## src/rtl/ysyx_25020037_regfile_sb.sv

```systemverilog
// rtl/ysyx_25020037_regfile_sb.sv - GPR file with pending-write scoreboard, trap CSRs and counters
//
// Ports:
//   clk, rst                 clock, asynchronous active-high reset
//   rd_addr/rd_data/rd_hazard NRP combinational GPR read ports with hazard flags
//   iss_valid/iss_wen/iss_rd/iss_ready  issue side, bumps the pending counter of iss_rd
//   wb_valid/wb_wen/wb_rd/wb_data       commit side, writes the GPR and retires a pending write
//   csr_addr/csr_rdata/csr_we/csr_wdata CSR access, writes qualified by wb_valid
//   trap_ecall/trap_mret/trap_pc        trap commit, qualified by wb_valid
//   mtvec_o/mepc_o           current trap vector and exception PC
module ysyx_25020037_regfile_sb #(
    parameter int  NREG   = 16,
    parameter int  XLEN   = 32,
    parameter int  NRP    = 2,
    parameter int  PEND_W = 2,
    parameter int  BYPASS = 1,
    localparam int AW     = $clog2(NREG)
) (
    input  logic                 clk,
    input  logic                 rst,
    input  logic [NRP*AW-1:0]    rd_addr,
    output logic [NRP*XLEN-1:0]  rd_data,
    output logic [NRP-1:0]       rd_hazard,
    input  logic                 iss_valid,
    input  logic                 iss_wen,
    input  logic [AW-1:0]        iss_rd,
    output logic                 iss_ready,
    input  logic                 wb_valid,
    input  logic                 wb_wen,
    input  logic [AW-1:0]        wb_rd,
    input  logic [XLEN-1:0]      wb_data,
    input  logic [11:0]          csr_addr,
    output logic [31:0]          csr_rdata,
    input  logic                 csr_we,
    input  logic [31:0]          csr_wdata,
    input  logic                 trap_ecall,
    input  logic                 trap_mret,
    input  logic [31:0]          trap_pc,
    output logic [31:0]          mtvec_o,
    output logic [31:0]          mepc_o
);

    localparam logic [PEND_W-1:0] PEND_MAX = '1;
    localparam logic [PEND_W-1:0] PEND_ONE = PEND_W'(1);

    localparam logic [11:0] A_MSTATUS  = 12'h300;
    localparam logic [11:0] A_MTVEC    = 12'h305;
    localparam logic [11:0] A_MEPC     = 12'h341;
    localparam logic [11:0] A_MCAUSE   = 12'h342;
    localparam logic [11:0] A_MCYCLE   = 12'hB00;
    localparam logic [11:0] A_MCYCLEH  = 12'hB80;
    localparam logic [11:0] A_MINSTR   = 12'hB02;
    localparam logic [11:0] A_MINSTRH  = 12'hB82;
    localparam logic [11:0] A_MVENDOR  = 12'hF11;
    localparam logic [11:0] A_MARCHID  = 12'hF12;

    logic [XLEN-1:0]   regs_q [NREG];
    logic [PEND_W-1:0] pend_q [NREG];
    logic [PEND_W-1:0] pend_d [NREG];

    logic [31:0] mstatus_q, mstatus_d;
    logic [31:0] mtvec_q, mtvec_d;
    logic [31:0] mepc_q, mepc_d;
    logic [31:0] mcause_q, mcause_d;
    logic [63:0] mcycle_q, mcycle_d;
    logic [63:0] minstret_q, minstret_d;

    logic wb_we;
    logic iss_inc;
    logic csr_wr;

    assign wb_we     = wb_valid & wb_wen & (wb_rd != '0);
    // Saturation check uses the registered count only; a same-cycle retire does not free a slot.
    assign iss_ready = ~(iss_wen & (iss_rd != '0) & (pend_q[iss_rd] == PEND_MAX));
    assign iss_inc   = iss_valid & iss_ready & iss_wen & (iss_rd != '0);
    // Trap commits take precedence; a CSR write riding along with them is dropped.
    assign csr_wr    = wb_valid & csr_we & ~trap_ecall & ~trap_mret;

    for (genvar k = 0; k < NRP; k++) begin : g_rd
        logic [AW-1:0] a;
        logic          byp;
        assign a   = rd_addr[k*AW +: AW];
        assign byp = (BYPASS != 0) && wb_we && (wb_rd == a);
        assign rd_data[k*XLEN +: XLEN] = (a == '0) ? '0 : (byp ? wb_data : regs_q[a]);
        // A retire landing this cycle resolves the hazard only if it is the last outstanding write.
        assign rd_hazard[k] = (pend_q[a] != '0) && !(byp && (pend_q[a] == PEND_ONE));
    end

    always_comb begin
        for (int r = 0; r < NREG; r++) begin
            pend_d[r] = pend_q[r];
            if (r != 0) begin
                if (iss_inc && (iss_rd == AW'(r)) && !(wb_we && (wb_rd == AW'(r)))) begin
                    pend_d[r] = pend_q[r] + PEND_ONE;
                end else if (wb_we && (wb_rd == AW'(r)) && !(iss_inc && (iss_rd == AW'(r)))
                             && (pend_q[r] != '0)) begin
                    pend_d[r] = pend_q[r] - PEND_ONE;
                end
            end
        end
    end

    always_comb begin
        mstatus_d = mstatus_q;
        mtvec_d   = mtvec_q;
        mepc_d    = mepc_q;
        mcause_d  = mcause_q;
        if (wb_valid && trap_ecall) begin
            mepc_d    = trap_pc;
            mcause_d  = 32'hB;
            mstatus_d = 32'h1800;
        end else if (wb_valid && trap_mret) begin
            mstatus_d[3]     = mstatus_q[7];
            mstatus_d[7]     = 1'b1;
            mstatus_d[12:11] = 2'b00;
        end else if (csr_wr) begin
            case (csr_addr)
                A_MSTATUS: mstatus_d = csr_wdata;
                A_MTVEC:   mtvec_d   = csr_wdata;
                A_MEPC:    mepc_d    = csr_wdata;
                A_MCAUSE:  mcause_d  = csr_wdata;
                default:   ;
            endcase
        end

        mcycle_d = mcycle_q + 64'd1;
        if (csr_wr && csr_addr == A_MCYCLE)  mcycle_d = {mcycle_q[63:32], csr_wdata};
        if (csr_wr && csr_addr == A_MCYCLEH) mcycle_d = {csr_wdata, mcycle_q[31:0]};

        minstret_d = minstret_q + {63'd0, wb_valid};
        if (csr_wr && csr_addr == A_MINSTR)  minstret_d = {minstret_q[63:32], csr_wdata};
        if (csr_wr && csr_addr == A_MINSTRH) minstret_d = {csr_wdata, minstret_q[31:0]};
    end

    always_comb begin
        case (csr_addr)
            A_MSTATUS: csr_rdata = mstatus_q;
            A_MTVEC:   csr_rdata = mtvec_q;
            A_MEPC:    csr_rdata = mepc_q;
            A_MCAUSE:  csr_rdata = mcause_q;
            A_MCYCLE:  csr_rdata = mcycle_q[31:0];
            A_MCYCLEH: csr_rdata = mcycle_q[63:32];
            A_MINSTR:  csr_rdata = minstret_q[31:0];
            A_MINSTRH: csr_rdata = minstret_q[63:32];
            A_MVENDOR: csr_rdata = 32'h79737978;
            A_MARCHID: csr_rdata = 32'h017DC685;
            default:   csr_rdata = 32'h0;
        endcase
    end

    assign mtvec_o = mtvec_q;
    assign mepc_o  = mepc_q;

    always_ff @(posedge clk or posedge rst) begin
        if (rst) begin
            for (int r = 0; r < NREG; r++) begin
                regs_q[r] <= '0;
                pend_q[r] <= '0;
            end
            mstatus_q  <= 32'h1800;
            mtvec_q    <= 32'h0;
            mepc_q     <= 32'h0;
            mcause_q   <= 32'h0;
            mcycle_q   <= 64'h0;
            minstret_q <= 64'h0;
        end else begin
            if (wb_we) regs_q[wb_rd] <= wb_data;
            for (int r = 0; r < NREG; r++) pend_q[r] <= pend_d[r];
            mstatus_q  <= mstatus_d;
            mtvec_q    <= mtvec_d;
            mepc_q     <= mepc_d;
            mcause_q   <= mcause_d;
            mcycle_q   <= mcycle_d;
            minstret_q <= minstret_d;
        end
    end

endmodule

```

## config.mk

```make
export PLATFORM = sky130hd
export DESIGN_NAME = ysyx_25020037_regfile_sb
export DESIGN_NICKNAME = d
export VERILOG_FILES = /design/src/rtl/ysyx_25020037_regfile_sb.sv
export SDC_FILE = /design/constraint.sdc
export NUM_CORES = 2
export LEC_CHECK = 0
export BUFFER_PORTS_ARGS = -buffer_cell sky130_fd_sc_hd__buf_2
export CAP_MARGIN = 20
export CORE_MARGIN = 4
export CORE_UTILIZATION = 39
export CTS_CLUSTER_SIZE = 20
export DETAILED_ROUTE_END_ITERATION = 7
export GPL_ROUTABILITY_DRIVEN = 0
export SLEW_MARGIN = 20
export SYNTH_ARGS = -nofsm -noshare
export SYNTH_HDL_FRONTEND = slang
export SYNTH_SLANG_ARGS = --single-unit
```

## constraint.sdc

```tcl
create_clock -name clk -period 26.3 [get_ports clk]
set_input_delay 3.945 -clock clk [delete_from_list [all_inputs] [get_ports clk]]
set_output_delay 3.945 -clock clk [all_outputs]
set_load 0.01 [all_outputs]
```

# Yosys cells after proc, flatten, opt, wreduce, memory -nomap -nowiden
# Index checks and enable logic that the tools add are counted.
# totals
ff_bits,798
out_inout_bits,163
elab_cells,386
# classes
n_addsub,32
magnitude_cmp,5
eq_ne,48
n_mux,75
bitwise_logic,19
n_reduce_logical,167
# ops
cell,n
32-bit 2-to-1 mux,20
512-bit bitwise mux,1
32-bit one-hot mux with 10 select lines,1
32-bit binary-select mux with 4-bit select,2
64-bit 2-to-1 mux,4
32-bit demux with 4-bit select,1
1-bit logical AND,88
2-bit 2-to-1 mux,37
12-bit equality test (second input constant),6
2-bit nonzero test,36
64-bit by 1-bit adder with 64-bit output,1
64-bit by 1-bit adder with 64-bit output (second input constant),1
4-bit equality test (second input constant),16
12-bit by 10-bit equality test with 1-bit output (second input constant),4
4-bit by 3-bit equality test with 1-bit output (second input constant),8
1-bit zero test,32
2-bit by 1-bit adder with 2-bit output (second input constant),15
2-bit by 1-bit subtractor with 2-bit output (second input constant),15
2-bit binary-select mux with 4-bit select,3
5-bit greater-or-equal comparator (second input constant),4
4-bit inverter with 5-bit output,4
19-bit 2-to-1 mux,1
4-bit by 2-bit equality test with 1-bit output (second input constant),4
1-bit AND,10
16 further kinds,32

# Logic depth before layout (Yosys ltp)
# logic_depth
ltp_word,16
mapped_depth,10
depth_no_buf,9

# Worst setup path before layout
# No wires, ideal clock.
# synth_path
kind,in2out
from,input rd_addr[5]
to,output rd_data[56]
t_arrival_ns,5.920
t_required_ns,22.355
path_slack_ns,16.435
cell_stages,7
cell_sequence,clkbuf_1 clkbuf_1 clkbuf_1 mux4_2 mux4_2 mux2i_1 nor2_1
# synth_between
elab_chain_len,6
word_cells_on_any_way,9
# synth_rtl
element,line,text
from (decl),21,"input logic [NRP*AW-1:0] rd_addr,"
4-bit inverter with 5-bit output (not written as such),84,assign rd_data[k*XLEN +: XLEN] = (a == '0) ? '0 : (byp ? wb_data : regs_q[a]);
32-bit binary-select mux with 4-bit select,84,
32-bit 2-to-1 mux (not written as such) (2 in a row),84,
32-bit 2-to-1 mux,84,
32-bit 2-to-1 mux *,84,
to (decl),22,"output logic [NRP*XLEN-1:0] rd_data,"
# Mark *: on every way between the ends. The rest lies on a longest branch, timed or not. The select of a mux whose other input is x is not followed.

# Final worst setup path
# layout_path
from,input rd_addr[1]
to,output rd_data[10]
# Same word-level chain as after synthesis.

==> run summary <==
For this design, the CTS-stage hold fixing added 0 buffers. In this run the power density over the cells is 70.2 mW/mm^2. The design draws about 0.0036 W.

The number of clock buffers added by TritonCTS is 91. TritonCTS built the clock tree. The height of the die came out at 347 um. Setup violations remaining at the end of the flow were counted as 0. The share of the Yosys chip area taken by registers is 44.5%. The post-synthesis to final-layout area growth came out at 13.5%. The number of global-route vias before repair was 35,100. The maximum cell stage delay along the critical path is 740 ps. The tightest min-delay check is of the register to register type. The initial antenna violation count is 18.

The number of gates on the worst path with buffers counted is 8. The max-slew violation count was 0. The number of nets in the finished design came out at 4,247. The endpoint identified for the worst register-to-register timing path is mcycle_q[49]. The flip-flop and latch count after synthesis came out at 798. The net count after synthesis came out at ~4,100. The DRC marker count from the first detailed-route iteration is 3,895.

The number of filler instances in the final layout came out at 10,500. The critical path goes through buf_6 -> buf_4 -> buf_4 -> mux4_2 -> mux4_2 -> mux2i_1 -> nor2_1 -> buf_2. The library cell used most frequently in the layout, excluding fill and tap cells, is dfrtp_1. The mean post-synth cell area is 11.2 sq um.

The top cell family by delay on the critical path is buffers and inverters. Cells with a size suffix above 1 make up 32.1% of the layout. The async set-reset flop share out of synthesis came out at 100%. Leaving out fill and tap cells, the most frequent cells in the layout are dfrtp_1, nand2_1, mux2_2. Based on the critical path, the design can be clocked at up to 0.0891 GHz. The post-cts repair resize count came out at 0. The transition at the pin with the smallest max-transition slack is 1140 ps. The met1 track demand over resource in global routing came out at 34.7%.

CTS built an H-tree with a depth of 3. The die width came out at 347 um. The clock reaches the later pin of the worst-skew pair after roughly 700 ps. The starting density of the core came out at just under 40%. The via density per instance came out at 6.18.

Setup total negative slack on the finished layout was measured at 0 ps. The count of different cell masters after synthesis came out at 91. For this run, design rule violations remaining after detail routing come to 0.

The endpoint of the worst setup timing path is rd_data[10]. The buffers inserted during post-CTS setup optimization is 0. The maximum number of pins on one net before global-route repair is 149.

The count of TritonRoute iterations in the first routing pass came out at 8. The run finished with clean final reports. The met3 usage in global routing is 5.38%. By startpoint and endpoint, the worst setup path is classified as primary input to output port. The synthesized instance count came out at 4,007. The worst reg-to-reg path cell count came out at 7. For this design the top-level I/O count stands at 296. After global routing, the most crowded layer is met2. The die area is 0.121 sq mm. Clock-pin slew was measured on the worst setup and hold paths at around 60 ps. Across the run, the number of max-cap violations was 0. The number of placement rows came out at 124.

Tracing the worst setup path back leads to its startpoint at rd_addr[1]. The number of clock sinks came out at ~800. The number of synthesized flops with an enable pin came out at 0.

The arrival time of data at the critical path endpoint came out at 7270 ps. The HPWL after detailed placement came out at 98,200 um. The clock period minus worst slack came out at 11,220 ps. The slowest stage of the critical path is the buf_4 cell. The number of routed nets with antenna violations came out at 0. The period utilization is 42.7%.

The synthesized cell area came out at 0.0449 sq mm. The number of buffer and inverter stages on the critical path is 4. Headroom to the max-slew limit came out at 23.7%. The routed wirelength normalized by instance count came out at 27.1 um. The worst register-to-register path has a setup slack of between 20,000 and 25,000 ps.

The root buffer cell chosen for the clock tree is clkbuf_16. The number of buffers on the longest clock path came out at 3. The maximum fanout along the worst path came out at 54.

The largest voltage drop on the vdd net is 48.6 uV. The global-route wire length before repair is 234,000 um. Summed over all cells, the static leakage comes to 22.7 nW. The remaining global-route overflow is 0.

The number of hold-slack violations in the final timing report came to 0. The clock skew came out at 55.0 ps. The startpoint identified for the worst register-to-register timing path is mcycle_q[3]. The overall global routing resource usage came out at 25.3%. The total via count after detailed routing came out at 35,200. In this run the tool buffered the top-level ports with between 200 and 300 buffer cells. The met2 global-route usage is 39.7%. The number of warnings issued by yosys is 0. Summed over all layers, the routed wires come to 155,000 um. The worst setup path is captured at an output port. Setup repair after global routing left no endpoint under its margin. In the synthesized netlist the dominant register cell turns out to be dfrtp_1. The core region is 0.114 sq mm. The required time of the worst setup path came out at about 22,000 ps. The launching element type of the critical path is a primary input.
[sequential cells by signal, indices dropped and copies added (netlist names)]
register,count
mtvec_o,32
pend_q,30
mstatus_q,32
mcycle_q,64
regs_q,512
mcause_q,32
mepc_o,32
minstret_q,64
[power breakdown]
| part | total [W] | leakage [nW] | internal (W) | switching [W] |
|---|---|---|---|---|
| sequential | 0.00155 | 10.3 | 0.00140 | 0.000154 |
| combinational | 0.000621 | 10.8 | 0.000344 | 0.000277 |
| clock | 0.00141 | 1.61 | 0.000850 | 0.000560 |
| total | 0.00358 | 22.7 | 0.00259 | 0.000990 |
[metrics by stage]
| step | worst slack, ps | hold WS, ps | cell area [sq um] | util (%) | cells |
|---|---|---|---|---|---|
| 6_report | 15080 | 393 | 51000 | 44.6 | 5706 |
| 5_1_grt | 15050 | 404 | 51000 | 44.6 | 5700 |
| 4_1_cts | 15150 | 397 | 50900 | 44.5 | 5695 |
| 3_5_place_dp | 15180 | 382 | 47600 | 41.6 | 5529 |
| 3_3_place_gp | 15250 | 377 | 47600 | 41.6 | 5529 |
| 2_1_floorplan | 11400 | 441 | 44900 | - | 4007 |
[how the worst min path moves through the flow]
stage                 from     endpoint  slack [ps]  depth (start not counted)
6_report       regs_q[508]  regs_q[508]         390                          0
4_1_cts        regs_q[507]  regs_q[507]         400                          0
5_1_grt        regs_q[487]  regs_q[487]         400                          0
2_1_floorplan  regs_q[480]  regs_q[480]         440                          1
3_3_place_gp   regs_q[488]  regs_q[488]         380                          0
3_5_place_dp   regs_q[507]  regs_q[507]         380                          0
[routing by layer]
metal	up-vias	part of all wire, %
met4	12	4.0
met1	18300	41
met3	354	8.5
met5	-	0.059
met2	1603	46
li1	15000	-
[cell usage after synthesis, types with 6 or more instances]
cell      instances  area (sq um)
clkbuf_1        275          1030
a222oi_1         10           100
nand2_1         705          2650
a21oi_1         187           936
nand3_1         105           526
a22oi_1          32           240
o32ai_1          11          96.3
nand2b_1          8          50.1
xnor2_1          12           105
o21bai_1          6          45.0
a22o_1           17           149
nor4_1           12          75.1
a211oi_1         43           323
mux2_2          408          4590
mux2i_1         133          1330
buf_1            17          63.8
buf_4             6          45.0
a221oi_1         21           184
nand4_1          40           250
xor2_1           10          87.6
and3_1           46           288
and2_1           15          93.8
nand3b_1          9          67.6
o21ai_0         114           571
mux4_2          336          7570
nor3_1           59           295
buf_2            56           280
o21a_1            7          52.6
and4_1           12           105
o22a_1            6          52.6
o22ai_1          43           269
dfrtp_1         796         19900
o211ai_1         19           143
nor2_1          273          1020
a31oi_1          11          68.8
or3_1             8          50.1
inv_1            22          82.6
nor2b_1           9          56.3
[cell families (layout without fill, tap and decap cells)]
group	after synthesis	in the layout	synth area share, %
AOI/OAI and AO/OA	581	581	8.33
xor gates and xnor gates	22	22	0.429
adders and majority gates	3	3	0.0836
buffers and inverters	381	558	3.43
DFF	798	798	44.5
muxes	877	877	30.0
other	0	10	0
and+or+nand+nor	1345	1345	13.2
[cell type report]
| type | count | area [sq um] | area share [%] |
|---|---|---|---|
| Tap cell | 1512 | 1890 | 3.71 |
| Antenna cell | 10 | 25.0 | 0.0491 |
| Sequential cell | 798 | 20000 | 39.2 |
| Timing Repair Buffer | 369 | 2110 | 4.13 |
| Clock buffer | 125 | 2590 | 5.07 |
| Clock inverter | 41 | 721 | 1.41 |
| Inverter | 23 | 90.1 | 0.177 |
| Multi-Input combinational cell | 2828 | 23600 | 46.3 |
No activity file was read; power rests on OpenSTA's default activity.
